==> src/rtl/intersection_controller.sv <==
// Two-way intersection controller with a pedestrian walk phase.
// Main street A rests on green; side street B is served on demand from the
// vehicle sensor. Pedestrian requests are latched and served only from an
// all-red clearance interval, never by cutting a green short.
module intersection_controller #(
  parameter int CLK_FREQ    = 4,
  parameter int GREEN_MIN_S = 2,
  parameter int GREEN_MAX_S = 5,
  parameter int YELLOW_S    = 1,
  parameter int ALLRED_S    = 1,
  parameter int PED_S       = 3
) (
  input  logic clk,
  input  logic rst,
  input  logic car_b,
  input  logic ped_req,
  output logic a_red,
  output logic a_yellow,
  output logic a_green,
  output logic b_red,
  output logic b_yellow,
  output logic b_green,
  output logic walk,
  output logic ped_pending
);

  localparam int GMIN   = GREEN_MIN_S * CLK_FREQ;
  localparam int GMAX   = GREEN_MAX_S * CLK_FREQ;
  localparam int YEL    = YELLOW_S * CLK_FREQ;
  localparam int ALLR   = ALLRED_S * CLK_FREQ;
  localparam int PED    = PED_S * CLK_FREQ;

  // GMAX >= GMIN, so GMIN never sets the largest duration.
  localparam int MAX_GY = (GMAX > YEL) ? GMAX : YEL;
  localparam int MAX_AP = (ALLR > PED) ? ALLR : PED;
  localparam int MAX_D  = (MAX_GY > MAX_AP) ? MAX_GY : MAX_AP;
  localparam int TW     = (MAX_D > 1) ? $clog2(MAX_D) : 1;

  // Terminal timer values: a state lasting N cycles ends when timer == N-1.
  localparam logic [TW-1:0] GMIN_T = TW'(GMIN - 1);
  localparam logic [TW-1:0] GMAX_T = TW'(GMAX - 1);
  localparam logic [TW-1:0] YEL_T  = TW'(YEL - 1);
  localparam logic [TW-1:0] ALLR_T = TW'(ALLR - 1);
  localparam logic [TW-1:0] PED_T  = TW'(PED - 1);

  typedef enum logic [2:0] {
    A_GREEN   = 3'd0,
    A_YELLOW  = 3'd1,
    ALLRED_AB = 3'd2,
    B_GREEN   = 3'd3,
    B_YELLOW  = 3'd4,
    ALLRED_BA = 3'd5,
    WALK      = 3'd6
  } state_t;

  state_t          state_q;
  state_t          state_d;
  logic [TW-1:0]   timer_q;
  logic            state_change;
  logic            enter_walk;

  assign state_change = (state_d != state_q);
  assign enter_walk   = (state_d == WALK) && (state_q != WALK);

  // State register.
  always_ff @(posedge clk or posedge rst) begin
    if (rst) state_q <= A_GREEN;
    else     state_q <= state_d;
  end

  // Dwell timer: restarts at every state change. It saturates instead of
  // wrapping so an arbitrarily long A_GREEN rest keeps its minimum-green credit.
  always_ff @(posedge clk or posedge rst) begin
    if (rst)                 timer_q <= '0;
    else if (state_change)   timer_q <= '0;
    else if (timer_q != '1)  timer_q <= timer_q + TW'(1);
  end

  // Pedestrian latch: entering WALK serves the request and overrides a
  // simultaneous press; presses during WALK are already being served.
  always_ff @(posedge clk or posedge rst) begin
    if (rst)                              ped_pending <= 1'b0;
    else if (enter_walk)                  ped_pending <= 1'b0;
    else if (ped_req && state_q != WALK)  ped_pending <= 1'b1;
  end

  // Next-state logic.
  always_comb begin
    state_d = state_q;
    unique case (state_q)
      A_GREEN:   if (timer_q >= GMIN_T && (car_b || ped_pending)) state_d = A_YELLOW;
      A_YELLOW:  if (timer_q == YEL_T) state_d = ALLRED_AB;
      ALLRED_AB: if (timer_q == ALLR_T) state_d = ped_pending ? WALK : B_GREEN;
      B_GREEN:   if ((timer_q >= GMIN_T && (!car_b || ped_pending)) ||
                     timer_q == GMAX_T) state_d = B_YELLOW;
      B_YELLOW:  if (timer_q == YEL_T) state_d = ALLRED_BA;
      ALLRED_BA: if (timer_q == ALLR_T) state_d = ped_pending ? WALK : A_GREEN;
      WALK:      if (timer_q == PED_T) state_d = car_b ? B_GREEN : A_GREEN;
      default:   state_d = A_GREEN;
    endcase
  end

  // Lamp decode from the state register alone; red is the default everywhere.
  always_comb begin
    a_red    = 1'b1;
    a_yellow = 1'b0;
    a_green  = 1'b0;
    b_red    = 1'b1;
    b_yellow = 1'b0;
    b_green  = 1'b0;
    walk     = 1'b0;
    unique case (state_q)
      A_GREEN:  begin a_red = 1'b0; a_green  = 1'b1; end
      A_YELLOW: begin a_red = 1'b0; a_yellow = 1'b1; end
      B_GREEN:  begin b_red = 1'b0; b_green  = 1'b1; end
      B_YELLOW: begin b_red = 1'b0; b_yellow = 1'b1; end
      WALK:     walk = 1'b1;
      default:  ;
    endcase
  end

endmodule
==> config.mk <==
export PLATFORM = sky130hd
export DESIGN_NAME = intersection_controller
export DESIGN_NICKNAME = d
export VERILOG_FILES = /design/src/rtl/intersection_controller.sv
export SDC_FILE = /design/constraint.sdc
export NUM_CORES = 1
export LEC_CHECK = 0
export ABC_AREA = 1
export BUFFER_PORTS_ARGS = -buffer_cell sky130_fd_sc_hd__buf_2
export CAP_MARGIN = 30
export CORE_MARGIN = 2
export CORE_UTILIZATION = 55
export DETAILED_ROUTE_END_ITERATION = 8
export PLACE_DENSITY = 0.76
export SLEW_MARGIN = 15
export SYNTH_ARGS = -nofsm -noshare
export SYNTH_HDL_FRONTEND = slang
export SYNTH_SLANG_ARGS = --single-unit
==> constraint.sdc <==
create_clock -name clk -period 4.4 [get_ports clk]
set_input_delay 0.88 -clock clk [delete_from_list [all_inputs] [get_ports clk]]
set_output_delay 0.88 -clock clk [all_outputs]
set_load 0.02 [all_outputs]
==> metrics <==
f_max 0.456 GHz; first-pass GRT wire length 2440 microns; first-pass iteration count of the detailed router 4; Clock Sinks 9; count leader, synth nand2_1; TritonCTS buffer count 3; nature of the critical path startpoint flip-flop; Yosys warnings 0; Avg WL per Cell between 10 and 15 microns; crit end category output pin; Worst EP arrival approximately 1.3 ns; Post-DP HPWL about 1300 microns; gr usage total a little under a quarter; die area ~1700 sq um; power per standard cell area approximately 520 nW/um^2; Worst path slowest cell dfrtp_1; post-CTS sizing 0; sequential-to-total area share from yosys stat between 30% and 40%; Syn Nets ~120; Tot Pwr 0.442 mW; ys async rst share between 90% and 100%; Die Wd 40.8 microns; Vias/cell about 5.0; top cells by count, synth nand2_1, inv_1, nor2_1, dfrtp_1, a21oi_1; status completed; syn_area_per_cell about 6.8 sq um; worst clock skew 0.0120 ns; Inserted Diodes 0; Core Footprint approximately 1300 sq um; CP required about 3.5 ns; Slew @ Worst Pin ~0.35 ns; TritonCTS clock tree done; Die H ~40 microns; Setup CP Type reg -> out; unrepaired setup endpoints after global routing false; Crit path largest cell delay between 0.4 and 0.5 ns; filler cell count in the final layout about 120; # DRC 0; P_leak ~0.46 nW; Yosys reg bits 9; Synth cell types 22; Max VDD drop about 0.32 mV; Crit Path Max Fanout 6; clk_lat worst skew roughly 0.26 ns; Yosys top cell area share between 30% and 40%; setup bufs post-CTS 0; H-tree lvl count 1; vias 700; Max Cap Viol 0; Final Routed Wirelength 1540 microns; worst-path cell chain inv_2, nand2_1, nor2_2, nor2_1, buf_2; vias in the first global route slightly below 600; Slew Limit Fails 0; CTS Buffer Depth 2; area of the multi-input gates ~460 sq um; EDFF count, synth 0; worst hold path type in -> async; Worst slew margin around 76%; RD Place Congestion just over 0.9; Root Buffer clkbuf_4; Storage cell area around 230 sq um; Buffers on Ports 11; starting density of the core around three fifths; Mapped Area between 700 and 800 sq um; row cnt 13; Area Overhead vs Synth 13.1%; Syn Inst Count 110; layout cell share with drive strength beyond 1 between 20% and 30%; Final Hold Fails 0; top post-synthesis cells by area dfrtp_1, nand2_1, inv_1; CTS hold repair buffers 0; largest net degree at the start of global routing 10; DRT iter0 DRCs 20; FF-to-FF setup slack 2.54 ns; initial antenna violation count 0; fin crit period between 2 and 2.5 ns; Final ANT Viol Nets 0; total congestion overflow 0; biggest area consumer among synthesized cells dfrtp_1; setup TNS 0 ns; clk slew on worst S/H paths around 0.070 ns; Main synth FF type dfrtp_1; Final nets around 130; Ports 12; Final setup viols 0; Period Utilization, post-route about half
-- layout by cell type, fill, tap and decap left out, drive strengths merged --
master   n
dfrtp    9
nand3    8
clkbuf   3
buf     11
clkinv   1
a21oi    7
xor2     3
inv     15
mux2i    1
nand2   37
o21ai    3
nor3     1
ha       2
or2      1
nor2    19
nand4    3
-- registers in the layout (all words and copies together), names as in the netlist --
| register | cells |
|---|---|
| timer_q | 5 |
| ped_pending | 1 |
| state_q | 3 |
-- logic make-up (layout without fill, tap and decap cells) --
| family | after synthesis | in the layout | share of synthesized area (%) |
|---|---|---|---|
| AOI/OAI and AO/OA | 10 | 10 | 6.71 |
| xor gates and xnor gates | 3 | 3 | 3.52 |
| adders and majority gates | 2 | 2 | 3.36 |
| buffers and inverters | 16 | 30 | 8.05 |
| DFF | 9 | 9 | 30.2 |
| muxes | 1 | 1 | 1.34 |
| and+or+nand+nor | 69 | 69 | 46.8 |
-- metrics by stage --
| stage | area [sq um] | utilization, % | hold slack [ns] | cells | setup slack, ns |
|---|---|---|---|---|---|
| 2_1_floorplan | 746 | - | 0.547 | 110 | 2.41 |
| 3_3_place_gp | 816 | 63.5 | 0.575 | 135 | 2.46 |
| 5_1_grt | 843 | 65.6 | 0.592 | 139 | 2.11 |
| 3_5_place_dp | 816 | 63.5 | 0.590 | 135 | 2.45 |
| 4_1_cts | 843 | 65.6 | 0.575 | 139 | 2.20 |
| 6_report | 843 | 65.6 | 0.568 | 139 | 2.21 |
-- metal layers --
metal  wire length [microns]  track usage, %  vias up
li1                        -               -      371
met1                     782            32.4      304
met2                     643            34.0       23
met3                     104            3.26        2
met4                      11            10.0        0
met5                       0               0        -
-- worst max-delay path: cells and delay by family (launching register included) --
family / cells / cell delay, ns
buffers and inverters: 2 / 0.29
DFF: 1 / 0.42
and+or+nand+nor: 3 / 0.33
-- where the power goes --
| part | switching (mW) | internal, mW |
|---|---|---|
| clock network | 0.0293 | 0.0334 |
| logic | 0.173 | 0.0892 |
| registers | 0.0178 | 0.0991 |
| total | 0.220 | 0.222 |
-- final cells by class --
type / count / area share, %
multi-input cells: 85 / 54.6
flip-flops and latches: 9 / 26.7
repair buffers: 11 / 6.53
clock buffers: 3 / 2.67
inverters: 15 / 6.68
clock inverters: 1 / 0.593
well taps: 15 / 2.23
-- worst paths after layout --
kind | start | end | cells after the start
max in group asynchronous | rst | state_q[2]$_DFF_PP0_ | 2
worst max register to register | timer_q[1]$_DFFE_PP0P_ | timer_q[3]$_DFFE_PP0P_ | 12
worst min register to register | timer_q[0]$_DFFE_PP0P_ | timer_q[0]$_DFFE_PP0P_ | 2
worst max-delay path | state_q[0]$_DFF_PP0_ | b_red | 5
min in group clk | timer_q[0]$_DFFE_PP0P_ | timer_q[0]$_DFFE_PP0P_ | 2
worst min-delay path | rst | timer_q[1]$_DFFE_PP0P_ | 2
No activity file was read; power rests on OpenSTA's default activity.
